$ cat src/rtl/seq_det_ctrl.sv
// seq_det_ctrl: sequencer for a bit-serial sequence detector.
// Latches a word, clears the detector, shifts bits MSB-first, counts hits.
//
// Ports:
//   clk      rising-edge clock
//   rst      asynchronous active-low reset
//   start    job request, sampled only in IDLE
//   word     bits to scan, sent from word[WORD_W-1] downward
//   len      bits to send, clamped to WORD_W
//   busy     high in every state except IDLE
//   done     one-cycle pulse in DONE
//   hit_cnt  saturating hit count of the last job
//   det_rst  registered active-low detector clear
//   det_in   registered serial bit to the detector
//   det_out  detector output
//   hit_map  per-bit hit flags (only with SEQ_CTRL_HITMAP_EN defined)
//
// Optional feature macro: SEQ_CTRL_HITMAP_EN adds the hit_map output.

module seq_det_ctrl #(
  parameter int WORD_W = 16,
  parameter int CNT_W  = 5,
  parameter int LAT    = 1,
  parameter int LEN_W  = $clog2(WORD_W + 1)
) (
  input  logic              clk,
  input  logic              rst,
  input  logic              start,
  input  logic [WORD_W-1:0] word,
  input  logic [LEN_W-1:0]  len,
  output logic              busy,
  output logic              done,
  output logic [CNT_W-1:0]  hit_cnt,
`ifdef SEQ_CTRL_HITMAP_EN
  output logic [WORD_W-1:0] hit_map,
`endif
  output logic              det_rst,
  output logic              det_in,
  input  logic              det_out
);

  localparam int PW = (LAT > 0) ? LAT : 1;
  localparam int DW = (LAT > 1) ? $clog2(LAT) : 1;
  localparam logic [LEN_W-1:0] LEN_MAX = LEN_W'(WORD_W);

  typedef enum logic [2:0] {
    IDLE,
    CLEAR,
    SHIFT,
    DRAIN,
    DONE
  } state_e;

  state_e            state_q, state_d;
  logic [WORD_W-1:0] sr_q, sr_d;
  logic [LEN_W-1:0]  bits_q, bits_d;
  logic [LEN_W-1:0]  len_c;
  logic [DW-1:0]     drain_q, drain_d;
  logic              vld_q, vld_d;
  logic [PW-1:0]     pipe_q, pipe_d;
  logic [CNT_W-1:0]  cnt_q, cnt_d;
  logic              busy_q, busy_d;
  logic              done_q, done_d;
  logic              det_rst_q, det_rst_d;
  logic              det_in_q, det_in_d;
  logic              tap;
  logic              hit;
`ifdef SEQ_CTRL_HITMAP_EN
  logic [WORD_W-1:0] map_q, map_d;
  logic [WORD_W-1:0] mask_q, mask_d;
`endif

  always_comb begin
    state_d   = state_q;
    sr_d      = sr_q;
    bits_d    = bits_q;
    drain_d   = drain_q;
    cnt_d     = cnt_q;
    vld_d     = 1'b0;
    det_in_d  = 1'b0;
    det_rst_d = 1'b1;
    pipe_d    = '0;
`ifdef SEQ_CTRL_HITMAP_EN
    map_d     = map_q;
    mask_d    = mask_q;
`endif

    len_c = (len > LEN_MAX) ? LEN_MAX : len;

    // vld_q marks a real bit on det_in; the tap lines it up with det_out
    pipe_d[0] = vld_q;
    for (int i = 1; i < PW; i++) begin
      pipe_d[i] = pipe_q[i-1];
    end
    tap = (LAT == 0) ? vld_q : pipe_q[PW-1];
    hit = tap & det_out;

    if (hit && (cnt_q != '1)) begin
      cnt_d = cnt_q + 1'b1;
    end
`ifdef SEQ_CTRL_HITMAP_EN
    if (tap) begin
      mask_d = mask_q >> 1;
    end
    if (hit) begin
      map_d = map_q | mask_q;
    end
`endif

    unique case (state_q)
      IDLE: begin
        if (start) begin
          sr_d   = word;
          bits_d = len_c;
          cnt_d  = '0;
`ifdef SEQ_CTRL_HITMAP_EN
          map_d  = '0;
          mask_d = {1'b1, {(WORD_W-1){1'b0}}};
`endif
          if (len_c == '0) begin
            state_d = DONE;
          end else begin
            state_d   = CLEAR;
            det_rst_d = 1'b0;
          end
        end
      end
      CLEAR: begin
        state_d  = SHIFT;
        det_in_d = sr_q[WORD_W-1];
        vld_d    = 1'b1;
        sr_d     = sr_q << 1;
        bits_d   = bits_q - 1'b1;
      end
      SHIFT: begin
        if (bits_q != '0) begin
          det_in_d = sr_q[WORD_W-1];
          vld_d    = 1'b1;
          sr_d     = sr_q << 1;
          bits_d   = bits_q - 1'b1;
        end else if (LAT == 0) begin
          state_d = DONE;
        end else begin
          state_d = DRAIN;
          drain_d = DW'(LAT - 1);
        end
      end
      DRAIN: begin
        if (drain_q == '0) begin
          state_d = DONE;
        end else begin
          drain_d = drain_q - 1'b1;
        end
      end
      DONE: begin
        state_d = IDLE;
      end
      default: begin
        state_d = IDLE;
      end
    endcase

    busy_d = (state_d != IDLE);
    done_d = (state_d == DONE);
  end

  always_ff @(posedge clk or negedge rst) begin
    if (!rst) begin
      state_q   <= IDLE;
      sr_q      <= '0;
      bits_q    <= '0;
      drain_q   <= '0;
      vld_q     <= 1'b0;
      pipe_q    <= '0;
      cnt_q     <= '0;
      busy_q    <= 1'b0;
      done_q    <= 1'b0;
      det_rst_q <= 1'b0;
      det_in_q  <= 1'b0;
`ifdef SEQ_CTRL_HITMAP_EN
      map_q     <= '0;
      mask_q    <= '0;
`endif
    end else begin
      state_q   <= state_d;
      sr_q      <= sr_d;
      bits_q    <= bits_d;
      drain_q   <= drain_d;
      vld_q     <= vld_d;
      pipe_q    <= pipe_d;
      cnt_q     <= cnt_d;
      busy_q    <= busy_d;
      done_q    <= done_d;
      det_rst_q <= det_rst_d;
      det_in_q  <= det_in_d;
`ifdef SEQ_CTRL_HITMAP_EN
      map_q     <= map_d;
      mask_q    <= mask_d;
`endif
    end
  end

  assign busy    = busy_q;
  assign done    = done_q;
  assign hit_cnt = cnt_q;
  assign det_rst = det_rst_q;
  assign det_in  = det_in_q;
`ifdef SEQ_CTRL_HITMAP_EN
  assign hit_map = map_q;
`endif

endmodule

$ cat config.mk
export PLATFORM = sky130hd
export DESIGN_NAME = seq_det_ctrl
export DESIGN_NICKNAME = d
export VERILOG_FILES = /design/src/rtl/seq_det_ctrl.sv
export SDC_FILE = /design/constraint.sdc
export NUM_CORES = 1
export LEC_CHECK = 0
export CAP_MARGIN = 20
export CORE_MARGIN = 4
export CORE_UTILIZATION = 54
export CTS_BUF_LIST = sky130_fd_sc_hd__clkbuf_4 sky130_fd_sc_hd__clkbuf_8
export DETAILED_ROUTE_END_ITERATION = 10
export PLACE_DENSITY = 0.93
export SETUP_SLACK_MARGIN = 0.02
export SLEW_MARGIN = 40
export SYNTH_ARGS = -nofsm -noshare
export SYNTH_HDL_FRONTEND = slang
export SYNTH_SLANG_ARGS = --single-unit
$ cat constraint.sdc
create_clock -name clk -period 4.3 [get_ports clk]
set_input_delay 0.86 -clock clk [delete_from_list [all_inputs] [get_ports clk]]
set_output_delay 0.86 -clock clk [all_outputs]
set_load 0.01 [all_outputs]
After elaboration in Yosys (flattened, before gate mapping):

Index checks and enable logic that the tools add are counted.

* $add $sub $neg: 3
* magnitude comparators: 1
* equal/unequal tests: 8
* muxes and demuxes: 25
* bitwise operators: 1
* reduce and logical (&&, ||, !) cells: 9

Operators with widths (number)
* case mux 16 bit (3 select lines): 1
* two-way mux 16 bit: 2
* two-way mux 5 bit: 6
* case mux 5 bit (3 select lines): 1
* two-way mux 3 bit: 4
* case mux 3 bit (4 select lines): 1
* two-way mux 1 bit: 7
* == test 3 x 2 -> 1 bit (second input constant): 2
* != test 2 bit (second input constant): 3
* case mux 1 bit (2 select lines): 3
* nonzero test 3 bit: 2
* adder 5 x 1 -> 5 bit (second input constant): 1
* > comparator 5 bit (second input constant): 1
* logical NOT 5 bit: 1
* != test 5 bit (second input constant): 1
* nonzero test 5 bit: 1
* subtractor 5 x 1 -> 5 bit (second input constant): 1
* == test 3 x 1 -> 1 bit (second input constant): 1
* == test 3 bit (second input constant): 1
* logical NOT 3 bit: 1
* AND reduction 3 bit: 1
* AND reduction 2 bit: 1
* nonzero test 2 bit: 1
* bitwise AND 1 bit: 1
* other kinds (2): 2

* flip-flop bits (word level): 36
* input bits: 25
* output and inout bits: 9
* word-level logic and storage cells: 58

Logic depth before layout (Yosys ltp):

Gate-level depths: netlist of run 1.

* word-level depth: 7
* mapped depth: 8
* gate-level depth less buffers: 7

Least setup slack after synthesis of run 1:

Ideal clock, no wire load.

* kind: register -> register
* from: register cnt_q[0] (netlist: hit_cnt[0])
* to: register cnt_q[3] (netlist: hit_cnt[3])
* setup time: 0.143 ns
* arrival: 1.692 ns
* data required time: 4.157 ns
* slack: 2.465 ns
* stages on the path, launching flop included: 9
* buffers on the path: 1
* clock period less this slack: 1.835 ns
* path through: dfrtp_1 ha_1 and3_1 ha_1 and3b_1 clkbuf_1 nand4_1 xor2_1 nor2_1

* longest elaborated chain between the ends: 5
* elaborated cells between the ends (all ways): 6
* classes of those cells: add/sub: 1; eq/ne: 1; mux: 3; reduce/logical: 1

RTL lines
* start: declaration: RTL line 61 `logic [CNT_W-1:0] cnt_q, cnt_d;`
* start signal: assignment: RTL line 191 `cnt_q <= cnt_d;`
* parallel branches: the longest is 2 deep, another holds adder 5 x 1 -> 5 bit
* two-way mux 5 bit *: RTL line 98 `if (hit && (cnt_q != '1)) begin`
* two-way mux 5 bit: RTL line 112 `if (start) begin`
* two-way mux 5 bit *: RTL line 110 `unique case (state_q)`
* named net cnt_d[3]: RTL line 61

Mark *: on every way through the listed nets, which the timed path passes.
A chain may end at the register's enable or synchronous reset.

Worst setup path in the final report of run 1:

* from: input port start
* to: register sr_q[2]

* longest elaborated chain between the ends: 2

RTL lines
* start: declaration: RTL line 28 `input logic start,`
* != test 2 bit (no line)
* AND reduction 3 bit (no line)
* end signal: assignment: RTL line 186 `sr_q <= sr_d;`
* end: declaration: RTL line 55 `logic [WORD_W-1:0] sr_q, sr_d;`

Every way passes these cells.

==> results.md, run 1 <==
- The number of rows created at floorplan is 20.
- The floorplan step set the die width to 64.5 µm.
- In this run the vertical extent of the chip is roughly 65 µm.
- The startpoint identified for the worst register-to-register timing path is state_q[1].
- The number of levels in the clock H-tree is 2.
- The placement-stage cell area is 0.00207 mm².
- Entering global routing, the biggest net connects 36 pins.
- The number of enable-type register cells in the synthesized netlist is 0.
- The initial detailed-routing violation count is 65.
- The sequential element share of the synthesized area is between 50% and 60%.
- The number of buffers inserted during clock tree synthesis is 5.
- The yosys synthesis warning count is 0.
- The number of vias after detailed routing is around 1400.
- The flow ran to the end, and the final reports show no timing, DRC or antenna violations.
- In this run the static leakage power is between 0.0009 and 0.001 µW.
- The launch point of the worst path is start.
- Of the cells placed in the final design, the portion with a size suffix greater than 1 is around a tenth.
- Across every metal layer, demand over resource in global routing totals ~18%.
- The clock insertion delay at the later pin of the skew report is around 350 ps.
- The die covers between 0.004 and 0.005 mm².
- The worst-case hold slack is 346 ps.
- Synthesis handed over a netlist of 178 instances.
- The achievable frequency is 432 MHz.
- For this design, the sink count on the clock tree is 35.
- Counting every net in the synthesized netlist gives just over 200.
- The number of antenna violations at the first check in global routing is 0.
- The number of failing hold endpoints at the final stage is 0.
- The critical path in this run is classified as in -> reg.
- The biggest fanout along the worst timing path is 18.
- The post-route worst setup slack is roughly 2000 ps.
- The async set-reset flop share out of synthesis is 100%.
- The detail-routed via count per cell is roughly 5.4.
- The repair_antennas step left the layout with diodes totalling 0.
- The clock root buffer master is clkbuf_4.
- The reported max-cap violation count is 0.
- Pin placement for this block handled 34 I/O pins.
- The count of antenna-violating nets left after detailed routing is 0.
- The cell area after technology mapping is 0.00173 mm².
- During placement, the flow inserted port buffers numbering 33.
- Global routing finished with a remaining overflow of 0.
- The number of gates resized after CTS is 0.
- The via count of the first global-routing pass is 1343.
- Prior to clock tree synthesis, the placed netlist has a worst setup slack of roughly 1600 ps.
- The startpoint kind of the worst setup timing path is an input pin.
- The clock tree from TritonCTS is done.
- Compared with the post-synthesis result, the final layout area differs by 23.6%.
- Data on the critical path arrives at its endpoint at approximately 2600 ps.
- Setup repair after global routing left no endpoint under its margin.
- At the pin with the least slew margin, the transition time is between 700 and 800 ps.
- The kind of end point of the critical path is a flip-flop.
- Once the clock tree was built, the setup fixing pass inserted 0 buffers.
- The net count of the finished layout is between 200 and 250.
- The clock-pin slew on the worst setup and hold paths is 110 ps.
- Synthesis inferred 35 register bits.
- The final worst clock skew is 11.5 ps.
- The worst path needs between 2000 and 2500 ps of the cycle, external delays included.
- The areal power density over the cells is slightly above 700 mW/mm².
- The routed design has about 3400 µm of wire.
- Dividing the detail-routed wire length by the instance count gives between 10 and 15 µm.
- The number of buffers added to fix hold violations after cts is 0.
- The unique cell type count in the Yosys netlist is 37.
- Once the floorplan was initialized, standard cells occupied 56.5% of the core.
- The placer congestion estimate is 0.788.
- Total power for the finished layout comes to around 1500 µW.
- Detailed placement finished with a half-perimeter wire length of between 2000 and 2500 µm.
- Each instance of the synthesized netlist takes up on average a little under 10 µm².
- The source of the worst hold timing path is pipe_d.
- The largest buffer count on any clock path is 2.
- The share of the cycle needed by the critical path after routing is a little over half.
- The worst-case IR drop observed on VDD is roughly 0.40 mV.
- Summing all non-filler instances in the final layout gives an area of 0.00213 mm².
- The path class of the lowest-slack min-delay path is reg -> reg.
- The critical path required time is around 4600 ps.
- The first-pass iteration count of the detailed router is 4.
- After floorplanning, the core was sized to cover 0.00305 mm².
- The number of max-slew violations in the final report is 0.
- The predominant post-synthesis flop cell is dfrtp_1.
- The final-report setup violation count is 0.
- The sum of negative setup slack is 0 ps.
- In this run the tightest slew margin relative to its limit is between 40% and 50%.
- For this run, design rule violations remaining after detail routing come to 0.
- The first global-routing pass estimated approximately 5600 µm of wire.
==> worst paths after layout <==
check                           slack, ps    endpoint  depth (start not counted)
worst min register to register        350      pipe_q                          0
worst max register to register       2270     sr_q[2]                          6
min in group asynchronous             910  hit_cnt[1]                          2
worst min-delay path                  350      pipe_q                          0
worst max-delay path                 1990     sr_q[2]                          7
max in group asynchronous            3070    sr_q[11]                          2
==> logic make-up after synthesis <==
kind of cell,Yosys count,synth area share (%)
simple gates,81,22.0
flops,35,50.8
compound gates,33,15.1
buf+inv,18,5.37
mux,4,2.39
fa+ha+maj,4,2.90
xor+xnor,3,1.52
==> placed cells by master (no fill, tap or decap), drive strengths merged <==
master	synthesis	layout
nand2	36	36
dfrtp	35	35
clkdlybuf4s50	0	33
nor2	25	25
a31oi	15	15
clkbuf	3	7
inv	7	7
o21ai	7	7
nand2b	4	4
ha	4	4
mux2i	3	3
nand3b	3	3
buf	8	3
nor4b	2	2
and3	2	2
xor2	2	2
a32o	2	2
nor3	2	2
nand3	2	2
a32oi	2	2
a21oi	2	2
and2	1	1
and3b	1	1
nand4	1	1
xnor2	1	1
or4	1	1
or3b	1	1
a21o	1	1
o32ai	1	1
a21boi	1	1
a2bb2oi	1	1
mux2	1	1
a22o	1	1
clkinv	0	1
==> cells in the mapped netlist (2+ instances only) <==
library cell | number | area (µm²)
a21oi_1 | 2 | 10.0
a31oi_1 | 15 | 93.8
a32o_1 | 2 | 20.0
a32oi_2 | 2 | 32.5
and3_1 | 2 | 12.5
buf_2 | 5 | 25.0
buf_6 | 2 | 22.5
clkbuf_1 | 3 | 11.3
dfrtp_1 | 35 | 876
ha_1 | 4 | 50.1
inv_1 | 6 | 22.5
mux2i_1 | 3 | 30.0
nand2_1 | 36 | 135
nand2b_1 | 4 | 25.0
nand3_1 | 2 | 10.0
nand3b_1 | 3 | 22.5
nor2_1 | 25 | 93.8
nor3_1 | 2 | 10.0
nor4b_2 | 2 | 30.0
o21ai_0 | 4 | 20.0
o21ai_2 | 2 | 17.5
xor2_1 | 2 | 17.5
==> layout make-up <==
| type | count | area, µm² |
|---|---|---|
| Clock inverter | 1 | 5.00 |
| Inverter | 7 | 26.3 |
| Clock buffer | 7 | 52.6 |
| Tap cell | 44 | 55.1 |
| Timing Repair Buffer | 36 | 360 |
| Fill cell | 241 | 921 |
| Sequential cell | 35 | 876 |
| Multi-Input combinational cell | 125 | 757 |
==> state kept, by name, summed over array words and instances (netlist names) <==
name	count
hit_cnt	5
pipe_q	1
det_rst	1
bits_q	5
busy	1
det_in	1
pipe_d	1
done	1
state_q	3
sr_q	16
==> metrics by stage <==
step	util (%)	std cells
floorplan	-	178
global placement	67.5	246
detailed placement	68.0	247
CTS	69.8	255
global route	69.8	255
finish	69.8	255
==> power by group <==
group          leakage [µW]  internal, µW  switching (µW)
clock network     0.0000361          76.3             107
logic              0.000468           343             423
registers          0.000421           480             111
total              0.000925           898             641
==> critical path, stage by stage <==
cell,delay [ps]
clkdlybuf4s50_1,500
nor2_1,80
o32ai_4,510
buf_8,230
buf_4,200
nor2_1,50
a31oi_1,140
==> layer usage <==
layer  global-route usage (%)  vias to the layer above  wire length [µm]
met2                     31.3                       38              1690
met4                     12.1                        0                96
met1                     18.7                      646              1410
met5                        0                        -                 0
li1                         -                      674                 -
met3                     4.16                       10               155
Power figures use the tool's default switching activity.
==> run 2, diff against run 1 <==
--- a/config.mk
+++ b/config.mk
@@ -7,10 +7,10 @@
 export LEC_CHECK = 0
 export CAP_MARGIN = 20
 export CORE_MARGIN = 4
-export CORE_UTILIZATION = 54
+export CORE_UTILIZATION = 48
 export CTS_BUF_LIST = sky130_fd_sc_hd__clkbuf_4 sky130_fd_sc_hd__clkbuf_8
 export DETAILED_ROUTE_END_ITERATION = 10
-export PLACE_DENSITY = 0.93
+export PLACE_DENSITY = 0.88
 export SETUP_SLACK_MARGIN = 0.02
 export SLEW_MARGIN = 40
 export SYNTH_ARGS = -nofsm -noshare
==> constraint.sdc (replaced) <==
create_clock -name clk -period 2.1 [get_ports clk]
set_input_delay 0.42 -clock clk [delete_from_list [all_inputs] [get_ports clk]]
set_output_delay 0.42 -clock clk [all_outputs]
set_load 0.01 [all_outputs]
==> results.md, run 2 (synthesis gave the netlist of run 1 again) <==
- The run finished with clean final reports.
- The number of antenna violations at the first check in global routing is 0.
- The die area is 0.00462 mm².
- The number of design rule violations left after detail routing is 0.
- Registers take approximately 880 µm².
- Adding up every negative setup slack in the final design gives 0 ps.
- The number of max-slew violations in the final report is 0.
- The final standard cell area without fillers is approximately 0.0022 mm².
- The initial detailed-routing violation count is 60.
- For this run, the post-layout net count is 240.
- After global routing the overflow that remains totals 0.
- The total wirelength of the detailed-routed design is approximately 3300 µm.
- The placed instances occupy a cell area of 0.00209 mm².
- The first global-routing pass estimated 5600 µm of wire.
- The number of vias after detailed routing is 1344.
- The routed design could run at a clock period as short as 1850 ps.
- Of all nets on the critical path, the largest fanout is 5.
- Counting the buffers created by CTS gives 5.
- In the layout the commonest cells are nand2_1, dfrtp_1, clkdlybuf4s50_1, nor2_1, a31oi_1.
- The post-route netlist has between 10% and 20% of its cells at a drive strength greater than 1.
- The H-tree was split into 2 levels.
- The vertical die dimension is 68.0 µm.
- The routed length per instance is 12.9 µm.
- The kind of end point of the critical path is a flip-flop.
- The number of failing hold endpoints at the final stage is 0.
- STA classifies the critical path startpoint as a flip-flop.
- The initial core utilization is around half.
- The global-route layer with the greatest usage is met2.
- The critical path required time is around 2400 ps.
- The global routing usage on met1 is 18.4%.
- After clock tree synthesis, the setup repair step added 0 buffers.
- On the final layout, the worst clock skew is between 10 and 15 ps.
- The number of buffers added to fix hold violations after cts is 0.
- Across the VDD grid, the largest voltage drop is 0.664 mV.
- The number of input and output port buffers inserted is 33.
- The register with the most flip-flops in the layout has 16 of them.
- The most common cell after layout, fill and taps aside is nand2_1.
- Relative to the synthesized area, the layout overhead comes to 25.5%.
- The pin count of the biggest net entering global routing is 39.
- The number of rows created at floorplan is 21.
- The pre-antenna-repair detailed-routing pass consisted of 4 iterations.
- Dividing total power by cell area gives a power density of between 1500 and 2000 mW/mm².
- Setup repair after global routing left no endpoint under its margin.
- The detail-routed via count per cell is 5.23.
- The repair_antennas step left the layout with diodes totalling 0.
- The all-layer global routing usage is approximately 16%.
- The achievable frequency is between 500 and 600 MHz.
- From left edge to right edge, the die measures a little under 70 µm.
- For the worst setup path, the data arrival time is approximately 2100 ps.
- The multi-input combinational cells in the finished layout cover a total of 757 µm².
- The remaining max-slew budget at the tightest pin is between 70 and 80%.
- The total half-perimeter wirelength after legalization and detailed placement is 2400 µm.
- The worst setup slack for register-to-register paths is ~250 ps.
- The sink count of the clock tree is 35.
- TritonCTS built the clock tree.
- The number of top-level pins is 34.
- The clock reaches the later pin of the worst-skew pair after approximately 340 ps.
- Setup violations remaining at the end of the flow were counted as 0.
- The largest buffer count on any clock path is 2.
- After clock tree synthesis, the clock-pin slew on the worst setup and hold paths is 110 ps.
- The path class of the lowest-slack min-delay path is reg -> reg.
- The layout filler cell count is between 200 and 300.
- Ranked by flip-flop count, first place goes to sr_q.
- The count of nets left with antenna violations once routing finished came out at 0.
- The region available for standard cell placement spans between 0.003 and 0.004 mm².
- The total leakage power is approximately 0.00093 µW.
- The placer congestion estimate is 0.744.
- The number of gates resized after CTS was 0.
- At the pin with the least slew margin, the transition time is 442 ps.
- Clock tree synthesis selected as its root buffer the cell clkbuf_4.
- The share of the cycle needed by the critical path after routing is 87.9%.
- The reported max-cap violation count is 0.
- The global-route track usage on met2 is about 28%.
- The path type of the worst setup path is reg -> reg.
- For this run, global-route usage on met3 was measured as 4.11%.
- The via count of the first global-routing pass came to approximately 1300.
## run 2: changes by cell type in the layout (fill, tap and decap cells not counted), sizes merged
cell      before  now
buf            3    4
clkinv         1    0
clkbuf         7    5
bufinv         0    1
clkinvlp       0    1
## run 2: area by class of cell
class	instances	area share, %
clock inverter	2	1.73
clock buffer	5	1.73
sequential	35	40.5
multi-input combinational	125	35.0
timing repair buffer	37	17.2
tap	46	2.66
inverter	7	1.21
## run 2: final timing paths
check	from	end	cells past startpoint
setup / recovery	hit_cnt[0]	hit_cnt[3]	7
hold / removal	pipe_d	pipe_q	0
setup reg to reg	hit_cnt[0]	hit_cnt[3]	7
hold reg to reg	pipe_d	pipe_q	0
max in group asynchronous	rst	det_rst	2
min in group asynchronous	rst	hit_cnt[0]	2
## run 2: power breakdown
part	total (µW)	internal (µW)	switching [µW]	leakage, µW
clock network	474	244	230	0.0000373
logic	1590	728	858	0.000475
registers	1200	981	223	0.000421
total	3260	1950	1310	0.000933
## run 2: routing by layer
metal | part of all wire, % | routed length [µm]
met1 | 45 | 1480
met4 | 1.7 | 57
met2 | 50 | 1640
met5 | 0 | 0
met3 | 4.1 | 135
## run 2: critical path, cell delays in order (launching register included)
cell     delay (ps)
dfrtp_1         440
ha_1            230
and3_1          190
ha_1            170
and3b_1         360
nand4_1         150
xor2_1          160
nor2_1           50
## run 2: stage by stage
step | hold slack [ps] | setup WS (ps) | utilization [%] | std cells | power, µW
2_1_floorplan | 124 | 265 | - | 178 | 2440
3_5_place_dp | 340 | 230 | 61.2 | 250 | 2820
3_3_place_gp | 333 | 254 | 61.2 | 250 | 2740
6_report | 363 | 255 | 63.4 | 257 | 3260
5_1_grt | 377 | 136 | 63.4 | 257 | 3550
4_1_cts | 365 | 249 | 63.4 | 257 | 3290
==> run 3, diff against run 2 <==
--- a/config.mk
+++ b/config.mk
@@ -5,12 +5,13 @@
 export SDC_FILE = /design/constraint.sdc
 export NUM_CORES = 1
 export LEC_CHECK = 0
+export ABC_AREA = 1
 export CAP_MARGIN = 20
 export CORE_MARGIN = 4
-export CORE_UTILIZATION = 48
+export CORE_UTILIZATION = 54
 export CTS_BUF_LIST = sky130_fd_sc_hd__clkbuf_4 sky130_fd_sc_hd__clkbuf_8
 export DETAILED_ROUTE_END_ITERATION = 10
-export PLACE_DENSITY = 0.88
+export PLACE_DENSITY = 0.93
 export SETUP_SLACK_MARGIN = 0.02
 export SLEW_MARGIN = 40
 export SYNTH_ARGS = -nofsm -noshare
==> constraint.sdc (replaced) <==
create_clock -name clk -period 2.2 [get_ports clk]
set_input_delay 0.44 -clock clk [delete_from_list [all_inputs] [get_ports clk]]
set_output_delay 0.44 -clock clk [all_outputs]
set_load 0.01 [all_outputs]
==> results.md, run 3 <==
- Total power for the finished layout comes to about 3300 µW.
- The sum of negative setup slack is 0 ps.
- After clock tree synthesis, the clock-pin slew on the worst setup and hold paths is approximately 110 ps.
- The final layout contains routed wiring with a total length of ~3600 µm.
- The via count of the first global-routing pass is 1515.
- The routed length per instance is about 11 µm.
- Counting every net in the synthesized netlist gives 271.
- The tightest hold path in the finished design has a slack of roughly 360 ps.
- In this run the vertical extent of the chip is approximately 65 µm.
- The all-layer global routing usage is a little under 20%.
- The worst path arrival time is 2080 ps.
- For the final database, setup skew stands at ~11 ps.
- The netlist uses 21 different library cells.
- The synthesized design contains 0 enable-type register cells.
- The clock tree synthesis step divided the H-tree into 2 levels.
- The fraction of final layout cells sized beyond drive strength 1 is under 10%.
- The area overhead of the layout relative to synthesis is 26.3%.
- The most repeated cell in the gate-level netlist after synthesis is nand2_1.
- The count of antenna-violating nets left after detailed routing is 0.
- The worst pin sits at a relative slew slack of between 70% and 80%.
- STA classifies the critical path startpoint as a flip-flop.
- The placer congestion estimate is approximately 0.83.
- The tree is rooted in a clkbuf_4.
- In this run the worst path has a maximum fanout of 5.
- Sequential elements use about half of the synthesized area.
- The critical path required time is ~2400 ps.
- The pre-CTS setup slack is 384 ps.
- The detail-routed via count per cell is between 4 and 5.
- In the routed design, unresolved DRC markers number 0.
- Counting flops and latches in the post-synthesis netlist gives 35.
- The number of buffers inserted by post-CTS setup repair is 0.
- The initial detailed-routing violation count is roughly 110.
- The first detailed-routing pass took 4 iterations.
- Setup repair after global routing left no endpoint under its margin.
- The critical path goes through ha_1, inv_1, nor2_1, ha_1, nor2_1, inv_1, nor2_1, nand3_1, nand2_1, nor2_1.
- In the layout the commonest cells are nand2_1, dfrtp_1, clkdlybuf4s50_1, nor2_1, inv_1.
- By count the netlist is led by nand2_1, dfrtp_1, nor2_1, inv_1.
- The pin slew with the least headroom to its limit is 426 ps.
- The number of input and output port buffers inserted is 33.
- The share of the synthesized area in the top cell type is between 40 and 50%.
- The number of failing hold endpoints at the final stage is 0.
- The number of rows created at floorplan is 20.
- The final-report setup violation count is 0.
- On the critical path, the stage with the largest delay is an instance of dfrtp_1.
- During I/O placement, the number of pins put on the boundary was 34.
- The count of mapped cells out of synthesis is about 240.
- The clock reaches the later pin of the worst-skew pair after approximately 340 ps.
- In this run the worst hold path is classified as reg -> reg.
- The number of antenna violations at the first check in global routing came to 0.
- The largest vdd supply drop is approximately 0.78 mV.
- The number of buffers inserted during clock tree synthesis is 5.
- The yosys synthesis warning count is 0.
- The register with the most flip-flops in the layout has 16 of them.
- The path type of the worst setup path is reg -> reg.
- In this run, post-CTS repair resized a total of 0 instances.
- No sink is reached through more buffers than the 2 on the longest clock path.
- The remaining global-route overflow is 0.
- The die covers between 0.004 and 0.005 mm².
- The reported max-cap violation count is 0.
- After layout, the minimum clock period comes to about 1800 ps.
- The peak per-stage delay on the critical path is between 400 and 500 ps.
- The number of max-slew violations in the final report is 0.
- The cell taking the most area after synthesis is dfrtp_1.
- Timing would allow up to 545 MHz.
- The register bank with the most flops is sr_q.
- TritonCTS built the clock tree.
- Grouping stages by cell kind, the critical path spends the most delay in simple AND/OR/NAND/NOR gates.
- The clock drives 35 sinks.
- Each instance of the synthesized netlist takes up on average roughly 7.3 µm².
- In this run the power density over the cells is approximately 1500 mW/mm².
- Counting stages on the worst path, the most repeated cell is nor2_1.
- The most common cell after layout, fill and taps aside is nand2_1.
- The initial core utilization is between 50% and 60%.
- The cell area that synthesis handed to floorplanning was roughly 0.0018 mm².
- The post-route worst setup slack is about 370 ps.
- The pin count of the biggest net entering global routing is 36.
- The analysis attributes to cell leakage a power of about 0.0012 µW.
- The horizontal die dimension is around 65 µm.
- The total half-perimeter wirelength after legalization and detailed placement is between 2000 and 3000 µm.
- After floorplanning, the core was sized to cover 0.00310 mm².
- The flow ran to the end, and the final reports show no timing, DRC or antenna violations.
- The kind of end point of the critical path is a flip-flop.
- The share of the cycle needed by the critical path after routing is ~83%.
- For this run, the leading register cell type out of synthesis is dfrtp_1.
- For this run, asynchronously set or reset flops after synthesis account for between 90% and 100%.
- In this run, post-CTS hold repair placed 0 buffers.
- The global-route wire length before repair is approximately 6400 µm.
- Ranked by total cell area, the synthesized netlist is headed by dfrtp_1, nand2_1, nor2_1.
- The critical path contains buffers and inverters numbering 2 combined.
- 0 antenna diodes ended up in the layout.
- The final net count is ~310.
- The number of vias after detailed routing is 1575.
[run 3: cell count changes after synthesis, sizes merged, moves of 4 or more]
| cell | before | now |
|---|---|---|
| a31oi | 15 | 0 |
| inv | 7 | 18 |
| nand2 | 36 | 133 |
| nand2b | 4 | 0 |
| nand3 | 2 | 9 |
| nor2 | 25 | 19 |
[run 3: layer usage]
metal	part of all wire (%)	vias up	GRT usage, %
li1	-	811	-
met2	52	38	34.9
met4	1.9	0	8.55
met1	42	719	22.6
met5	0	-	0
met3	4.5	7	4.10
[run 3: kinds of logic after synthesis]
group	share of synthesized area [%]
fa+ha+maj	2.82
simple gates	38.1
buf+inv	6.33
compound gates	3.03
flops	49.3
xor+xnor	0.493
[run 3: metrics by stage]
| step | utilization, % | std cells | cell area [µm²] |
|---|---|---|---|
| finish | 72.4 | 323 | 2250 |
| global route | 72.4 | 323 | 2250 |
| detailed placement | 69.0 | 315 | 2140 |
| CTS | 72.4 | 323 | 2250 |
| global placement | 69.0 | 315 | 2140 |
| floorplan | - | 242 | 1780 |
[run 3: path summary, 6_finish.rpt]
path                            startpoint         end  slack, ps  cells past startpoint
worst max-delay path            hit_cnt[0]  hit_cnt[3]        370                     10
max in group asynchronous              rst  state_q[2]       1400                      2
min in group asynchronous              rst     sr_q[9]        490                      2
worst min-delay path                pipe_d      pipe_q        360                      0
worst max register to register  hit_cnt[0]  hit_cnt[3]        370                     10
worst min register to register      pipe_d      pipe_q        360                      0
[run 3: area by class of cell]
class | count | area [µm²]
repair buffers | 36 | 353
flip-flops and latches | 35 | 876
fillers | 261 | 857
multi-input cells | 182 | 790
clock inverters | 2 | 60.1
inverters | 18 | 67.6
well taps | 44 | 55.1
clock buffers | 6 | 45.0
[run 3: where the power goes]
group,switching (µW),internal [µW],total [µW]
sequential,169,932,1100
clock,212,367,579
combinational,1020,587,1600
[run 3: worst register-to-register path, stage by stage (launching register included)]
cell and delay [ps]:
dfrtp_1 430, ha_1 210, inv_1 90, nor2_1 60, ha_1 180, nor2_1 230
inv_1 150, nor2_1 190, nand3_1 90, nand2_1 70, nor2_1 40
